<file path="src/rtl/serial_deserializer.sv">
// serial_deserializer: serial-in / parallel-out capture stage.
//
// Takes a registered serial bit stream (MSB first) and assembles WIDTH-bit words. A frame begins
// with a start pulse in IDLE. Bits are taken only on cycles where sin_en is high. The completed
// word appears on pout together with a one-cycle pout_valid pulse. frame_cnt counts completed
// frames and wraps.
//
// Optional feature (macro SERIAL_DESER_PARITY_CHECK_EN):
//   When the macro is defined, the frame carries one extra even-parity bit after the data.
//   pout and parity_err are loaded only when that bit is sampled.
//   When the macro is undefined, parity_err is tied to 0.
//
// Ports:
//   clk        in   rising-edge clock
//   rst        in   asynchronous active-low reset
//   sin        in   serial data bit, MSB first
//   sin_en     in   bit-valid strobe
//   start      in   begin a frame (honoured only in IDLE)
//   ovr_clr    in   synchronous clear of the overrun flag
//   pout       out  last completed word
//   pout_valid out  one-cycle pulse when pout updates
//   ready      out  high in IDLE
//   bit_cnt    out  data bits captured in the current frame
//   frame_cnt  out  completed frames, wraps
//   overrun    out  sticky: start seen while busy
//   parity_err out  parity result of the last frame
module serial_deserializer #(
    parameter int unsigned WIDTH = 8,
    parameter int unsigned CNT_W = 8,
    localparam int unsigned BCW  = $clog2(WIDTH + 1)
) (
    input  logic             clk,
    input  logic             rst,
    input  logic             sin,
    input  logic             sin_en,
    input  logic             start,
    input  logic             ovr_clr,
    output logic [WIDTH-1:0] pout,
    output logic             pout_valid,
    output logic             ready,
    output logic [BCW-1:0]   bit_cnt,
    output logic [CNT_W-1:0] frame_cnt,
    output logic             overrun,
    output logic             parity_err
);

    typedef enum logic [1:0] {
        StIdle,
        StShift,
        StParity,
        StDone
    } state_e;

    state_e           state_q, state_d;
    logic [WIDTH-1:0] shreg_q, shreg_d;
    logic [WIDTH-1:0] pout_q, pout_d;
    logic [BCW-1:0]   bit_cnt_q, bit_cnt_d;
    logic [CNT_W-1:0] frame_cnt_q, frame_cnt_d;
    logic             overrun_q, overrun_d;
    logic [WIDTH-1:0] shift_word;
    logic             last_bit;

`ifdef SERIAL_DESER_PARITY_CHECK_EN
    logic parity_err_q, parity_err_d;
`endif

    assign shift_word = {shreg_q[WIDTH-2:0], sin};
    assign last_bit   = (bit_cnt_q == BCW'(WIDTH - 1));

    always_comb begin
        state_d     = state_q;
        shreg_d     = shreg_q;
        pout_d      = pout_q;
        bit_cnt_d   = bit_cnt_q;
        frame_cnt_d = frame_cnt_q;
`ifdef SERIAL_DESER_PARITY_CHECK_EN
        parity_err_d = parity_err_q;
`endif

        // Set wins over clear. A start outside IDLE is never queued.
        if (start && (state_q != StIdle)) begin
            overrun_d = 1'b1;
        end else if (ovr_clr) begin
            overrun_d = 1'b0;
        end else begin
            overrun_d = overrun_q;
        end

        unique case (state_q)
            StIdle: begin
                if (start) begin
                    state_d   = StShift;
                    shreg_d   = '0;
                    bit_cnt_d = '0;
                end
            end
            StShift: begin
                if (sin_en) begin
                    shreg_d   = shift_word;
                    bit_cnt_d = bit_cnt_q + BCW'(1);
                    if (last_bit) begin
`ifdef SERIAL_DESER_PARITY_CHECK_EN
                        state_d = StParity;
`else
                        state_d = StDone;
                        pout_d  = shift_word;
`endif
                    end
                end
            end
`ifdef SERIAL_DESER_PARITY_CHECK_EN
            StParity: begin
                if (sin_en) begin
                    state_d      = StDone;
                    pout_d       = shreg_q;
                    parity_err_d = (^shreg_q) ^ sin;
                end
            end
`endif
            StDone: begin
                state_d     = StIdle;
                frame_cnt_d = frame_cnt_q + CNT_W'(1);
            end
            default: begin
                state_d = StIdle;
            end
        endcase
    end

    always_ff @(posedge clk or negedge rst) begin
        if (!rst) begin
            state_q     <= StIdle;
            shreg_q     <= '0;
            pout_q      <= '0;
            bit_cnt_q   <= '0;
            frame_cnt_q <= '0;
            overrun_q   <= 1'b0;
        end else begin
            state_q     <= state_d;
            shreg_q     <= shreg_d;
            pout_q      <= pout_d;
            bit_cnt_q   <= bit_cnt_d;
            frame_cnt_q <= frame_cnt_d;
            overrun_q   <= overrun_d;
        end
    end

`ifdef SERIAL_DESER_PARITY_CHECK_EN
    always_ff @(posedge clk or negedge rst) begin
        if (!rst) begin
            parity_err_q <= 1'b0;
        end else begin
            parity_err_q <= parity_err_d;
        end
    end
    assign parity_err = parity_err_q;
`else
    assign parity_err = 1'b0;
`endif

    assign pout       = pout_q;
    assign pout_valid = (state_q == StDone);
    assign ready      = (state_q == StIdle);
    assign bit_cnt    = bit_cnt_q;
    assign frame_cnt  = frame_cnt_q;
    assign overrun    = overrun_q;

endmodule

</file>
<file path="config.mk">
export PLATFORM = sky130hd
export DESIGN_NAME = serial_deserializer
export DESIGN_NICKNAME = d
export VERILOG_FILES = /design/src/rtl/serial_deserializer.sv
export SDC_FILE = /design/constraint.sdc
export NUM_CORES = 1
export LEC_CHECK = 0
export CAP_MARGIN = 20
export CORE_MARGIN = 2
export CORE_UTILIZATION = 44
export CTS_CLUSTER_DIAMETER = 40
export DETAILED_ROUTE_END_ITERATION = 12
export HOLD_SLACK_MARGIN = 0.15
export PLACE_DENSITY = 0.74
export SLEW_MARGIN = 20
export SYNTH_ARGS = -nofsm -noshare
export SYNTH_HDL_FRONTEND = slang
export SYNTH_SLANG_ARGS = --single-unit
export TNS_END_PERCENT = 5
</file>
<file path="constraint.sdc">
create_clock -name clk -period 1.7 [get_ports clk]
set_clock_uncertainty 0.05 [all_clocks]
set_input_delay 0.51 -clock clk [delete_from_list [all_inputs] [get_ports clk]]
set_output_delay 0.51 -clock clk [all_outputs]
set_load 0.005 [all_outputs]
</file>
# ---- Word level (Yosys, flattened, before mapping)
# Cells that the tools add are included.
dict set report classes {
  addsub 2
  mul 0
  div_mod_pow 0
  n_lt_le_gt_ge 0
  eq_ne 6
  shifts 0
  mux 12
  n_bitwise 0
  reduce_logical 8
}
# operator n
set ops {}
lappend ops {{2-to-1 mux 7 bit} 2}
lappend ops {{one-hot mux 7 bit (2 select lines)} 1}
lappend ops {{AND reduction 3 bit} 3}
lappend ops {{adder 8 x 1 -> 8 bit (second input constant)} 1}
lappend ops {{2-to-1 mux 4 bit} 2}
lappend ops {{one-hot mux 4 bit (2 select lines)} 1}
lappend ops {{2-to-1 mux 2 bit} 3}
lappend ops {{inequality test 2 bit (second input constant)} 3}
lappend ops {{nonzero test 2 bit} 3}
lappend ops {{adder 4 x 1 -> 4 bit (second input constant)} 1}
lappend ops {{equality test 4 x 3 -> 1 bit (second input constant)} 1}
lappend ops {{one-hot mux 2 bit (2 select lines)} 1}
lappend ops {{equality test 2 x 1 -> 1 bit (second input constant)} 1}
lappend ops {{equality test 2 bit (second input constant)} 1}
lappend ops {{logical NOT 2 bit} 1}
lappend ops {{2-to-1 mux 1 bit} 2}
lappend ops {{logical AND 1 bit} 1}
dict set report totals {
  ff_bits 30
  latch_bits 0
  ramBits 0
  rom_bits 0
  in_bits 6
  out_inout_bits 24
  elab_cells 34
  memories 0
}

# ---- Depth between registers and ports, before layout
dict set report logic_depth {
  depth_word 4
  mapped_depth 4
}

# ---- Least setup slack after synthesis
# Ideal clock, no wire load.
dict set report synth_timing {
  path_type {input port to flip-flop}
  from {input sin_en}
  to {register pout_q[0] (netlist: pout[0])}
  setup_time_ns 0.125
  arrival_time_ns 1.542
  required_time_ns 1.525
  path_slack_ns -0.017
  path_stages 4
  cell_sequence {nor2b_2 buf_6 nor4b_4 mux2_2}
}
dict set report synth_between {
  elab_chain_cells 1
}
# element line_no
set synth_rtl {}
lappend synth_rtl {{start, declared} 35} ;# input logic sin_en,
lappend synth_rtl {{AND reduction 3 bit (no line)} --}
lappend synth_rtl {{end signal, assigned} 141} ;# pout_q <= pout_d;
lappend synth_rtl {{end, declared} 56} ;# logic [WIDTH-1:0] pout_q, pout_d;
# Every way passes these cells.
# A chain may end at the register's enable or synchronous reset.

# ---- Final worst setup path
dict set report layout_timing {
  from {register bit_cnt_q[0] (netlist: bit_cnt[0])}
  to {register pout_q[5] (netlist: pout[5])}
}
dict set report layout_between {
  elab_chain_cells 2
}
# element line_no
set layout_rtl {}
lappend layout_rtl {{start, declared} 57} ;# logic [BCW-1:0] bit_cnt_q, bit_cnt_d;
lappend layout_rtl {{start signal, assigned} 142} ;# bit_cnt_q <= bit_cnt_d;
lappend layout_rtl {{equality test 4 x 3 -> 1 bit} 68} ;# assign last_bit = (bit_cnt_q == BCW'(WIDTH - 1));
lappend layout_rtl {{AND reduction 3 bit (no line)} --}
# Every way passes these cells.

==> summary.txt <==
Run status
  • Status: finished with violations
  • Failing checks: DRC, setup timing

STA
  • Peak Freq: just under 600 MHz
  • Final Setup Violations: 4
  • Final Hold Fails: 0
  • Final period util: 100.5%
  • Setup slack after layout: -7.775 ps
  • RSZ-0062 raised after global routing: true
  • Final Max Slew Viols: 0
  • Clock period minus worst slack: 1708 ps

Clock tree
  • Clk Latency, worst-skew pair: a little over 300 ps
  • Number of hold buffers added after CTS: 0
  • Reg clk slew, reported paths: approximately 90 ps
  • Clock Path Buffers: 2
  • TritonCTS Buffers: 5
  • Clock sink count: 30
  • Clock Tree Root: clkbuf_4
  • CTS tree: done
  • Max H-tree Level: 2

Cells and area
  • # fillers: roughly 240
  • Nets: ~160
  • Layout area overhead: 35.69%
  • Ant diodes: 0
  • Share of post-route cells with drive strength above 1: about a quarter

Logic synthesis
  • Area leader, netlist: dfrtp_1
  • Warnings, synthesis: 0
  • Seq/Total Area, Yosys: a little under three fifths
  • Top cells by area, synth: dfrtp_1 (57%), a22o_1 (11%), mux2_2 (7.7%)
  • Syn avg cell area: ~13 µm²
  • Count of cell types in the netlist: 23
  • Syn Inst Count: a little over 100
  • Top-count cell post-synth: dfrtp_1
  • Post-synth top cells: dfrtp_1 (30), a22o_1 (16), mux2_2 (9)
  • Post-Syn Area: 0.001311 mm²
  • Main synth FF type: dfrtp_1
  • Async set or reset register ratio after synthesis: 100.0%
  • Synthesized net count: 111
  • EDFF count, synth: 0
  • #FFs+latches synth: 30
  • Yosys top cell area share: a little under three fifths

Placed design
  • Post-Place Setup Slack: -453.0 ps
  • Detailed Place HPWL: 1.842 mm
  • Input/output buffers: 28
  • RD Place Congestion: between 0.8 and 0.9

Floorplan
  • Core outline area: 0.002805 mm²
  • I/O pin count: 30
  • Initial Utilization: 46.74%
  • Die span in y: roughly 59 µm
  • Cell Rows: 19
  • Die W: 58.59 µm
  • Die area: 0.003433 mm²

Global routing
  • First-pass GRT wire length: between 4 and 5 mm
  • Top Usage Layer GRT: met2
  • All-layer global routing usage: between 10% and 20%
  • GRT overflow: 0
  • Initial antenna violation count: 0
  • Met1 GRT Util: ~24%
  • Met2 track demand over resource: 27.77%
  • Global routing usage on met3: ~6.6%
  • Vias in the first global route: 1017
  • Largest net degree at the start of global routing: 31

Worst setup path
  • Critical path peak fanout: 4
  • Startpoint types: flop
  • Critical Path RT: roughly 1900 ps
  • CP arrival: about 1900 ps
  • Crit path kind: flop to flop
  • CP endpoint kind: flop

Detailed routing
  • Post-route DRC: 2
  • WL/cell: approximately 16 µm
  • Vias per inst: approximately 5.3
  • DRT Pass-1 Iters: 8
  • Final wirelength: 2.817 mm
  • 1st-iter DRT viols: 20
  • Vias: 950
  • Antenna-violating nets left: 0

Power and ir drop
  • Total power: ~2.5 mW
  • Peak supply drop: about 0.76 mV
  • Leakage power: about 0.92 nW
  • Pwr Density: 1404 mW/mm²

Run
  • Max Cap Viol: 0

Worst hold path
  • Hold WC Path Type: flop to flop
## worst max-delay path, stage by stage (launching register included)
cell and delay (ps):
dfrtp_1 420, ha_2 210, nand2_2 60, nor4b_4 330, buf_4 210, mux2_4 300
## metal layers
| layer | vias up | part of all wire (%) |
|---|---|---|
| met5 | - | 0 |
| li1 | 459 | - |
| met1 | 465 | 48 |
| met2 | 22 | 48 |
| met3 | 4 | 3.4 |
| met4 | 0 | 0.75 |
## power by group
part / internal (mW) / leakage, nW / switching, mW
clock: 0.156 / 0.0254 / 0.215
sequential: 0.964 / 0.385 / 0.249
combinational: 0.565 / 0.510 / 0.350
total: 1.68 / 0.920 / 0.814
## sequential cells by signal, indices dropped and copies added, names as in the netlist
register / cells
shreg_q: 7
state_q: 2
overrun: 1
frame_cnt: 8
bit_cnt: 4
pout: 8
## stage by stage
stage          area, µm²  util [%]  hold WS (ps)  setup TNS [ps]  cells
6_report            1779     63.43         423.4          -21.24    180
5_1_grt             1779     63.43         451.3          -470.0    180
4_1_cts             1739     62.00         439.2          -7.886    177
3_5_place_dp        1688     60.17         431.5           -6245    167
3_3_place_gp        1688     60.17         411.0           -4906    167
2_1_floorplan       1311         -         164.4          -137.3    103
## worst paths after layout
path,startpoint,endpoint,slack (ps),cells after the start
worst max-delay path,bit_cnt[0]$_DFFE_PN0P_,pout[5]$_DFFE_PN0P_,-8,5
worst min-delay path,frame_cnt[7]$_DFFE_PN0P_,frame_cnt[7]$_DFFE_PN0P_,420,1
worst max register to register,bit_cnt[0]$_DFFE_PN0P_,pout[5]$_DFFE_PN0P_,-8,5
worst min register to register,frame_cnt[7]$_DFFE_PN0P_,frame_cnt[7]$_DFFE_PN0P_,420,1
max in group asynchronous,rst,bit_cnt[3]$_DFFE_PN0P_,930,2
min in group asynchronous,rst,shreg_q[1]$_DFFE_PN0P_,500,2
## kinds of logic after synthesis
family	after synthesis	synth area share (%)
simple gates	19	8.874
mux	12	10.02
other cells	1	0.2860
buf+inv	10	3.721
xor+xnor	7	4.676
fa+ha+maj	2	1.908
flops	30	57.25
compound gates	22	13.26
## cell usage in the layout (no fill, tap or decap), types with 4 or more instances in the layout
cell type,count
buf_4,13
dlygate4sd2_1,22
o21ai_0,4
dfrtp_1,28
clkbuf_4,5
a22o_1,16
xnor2_1,6
mux2_2,6
clkdlybuf4s50_1,4
nand4_1,5
nand2_1,5
## layout make-up
class / instances / area, µm² / area share, %
Sequential cell: 30 / 753.2 / 42.33
Multi-Input combinational cell: 63 / 535.5 / 30.10
Timing Repair Buffer: 44 / 387.9 / 21.80
Clock buffer: 7 / 45.04 / 2.532
Tap cell: 31 / 38.79 / 2.180
Inverter: 5 / 18.77 / 1.055
## repair_timing
item / 4_1_cts / 5_1_grt
setup endpoints to repair: 32 / 10
hold endpoints to repair: 0 / 0
gates resized for setup: 29 / 11
setup buffers: 3 / 3
pin swaps: 1 / 3
cloned: 0 / 1
(Power assumes the default switching activity.)
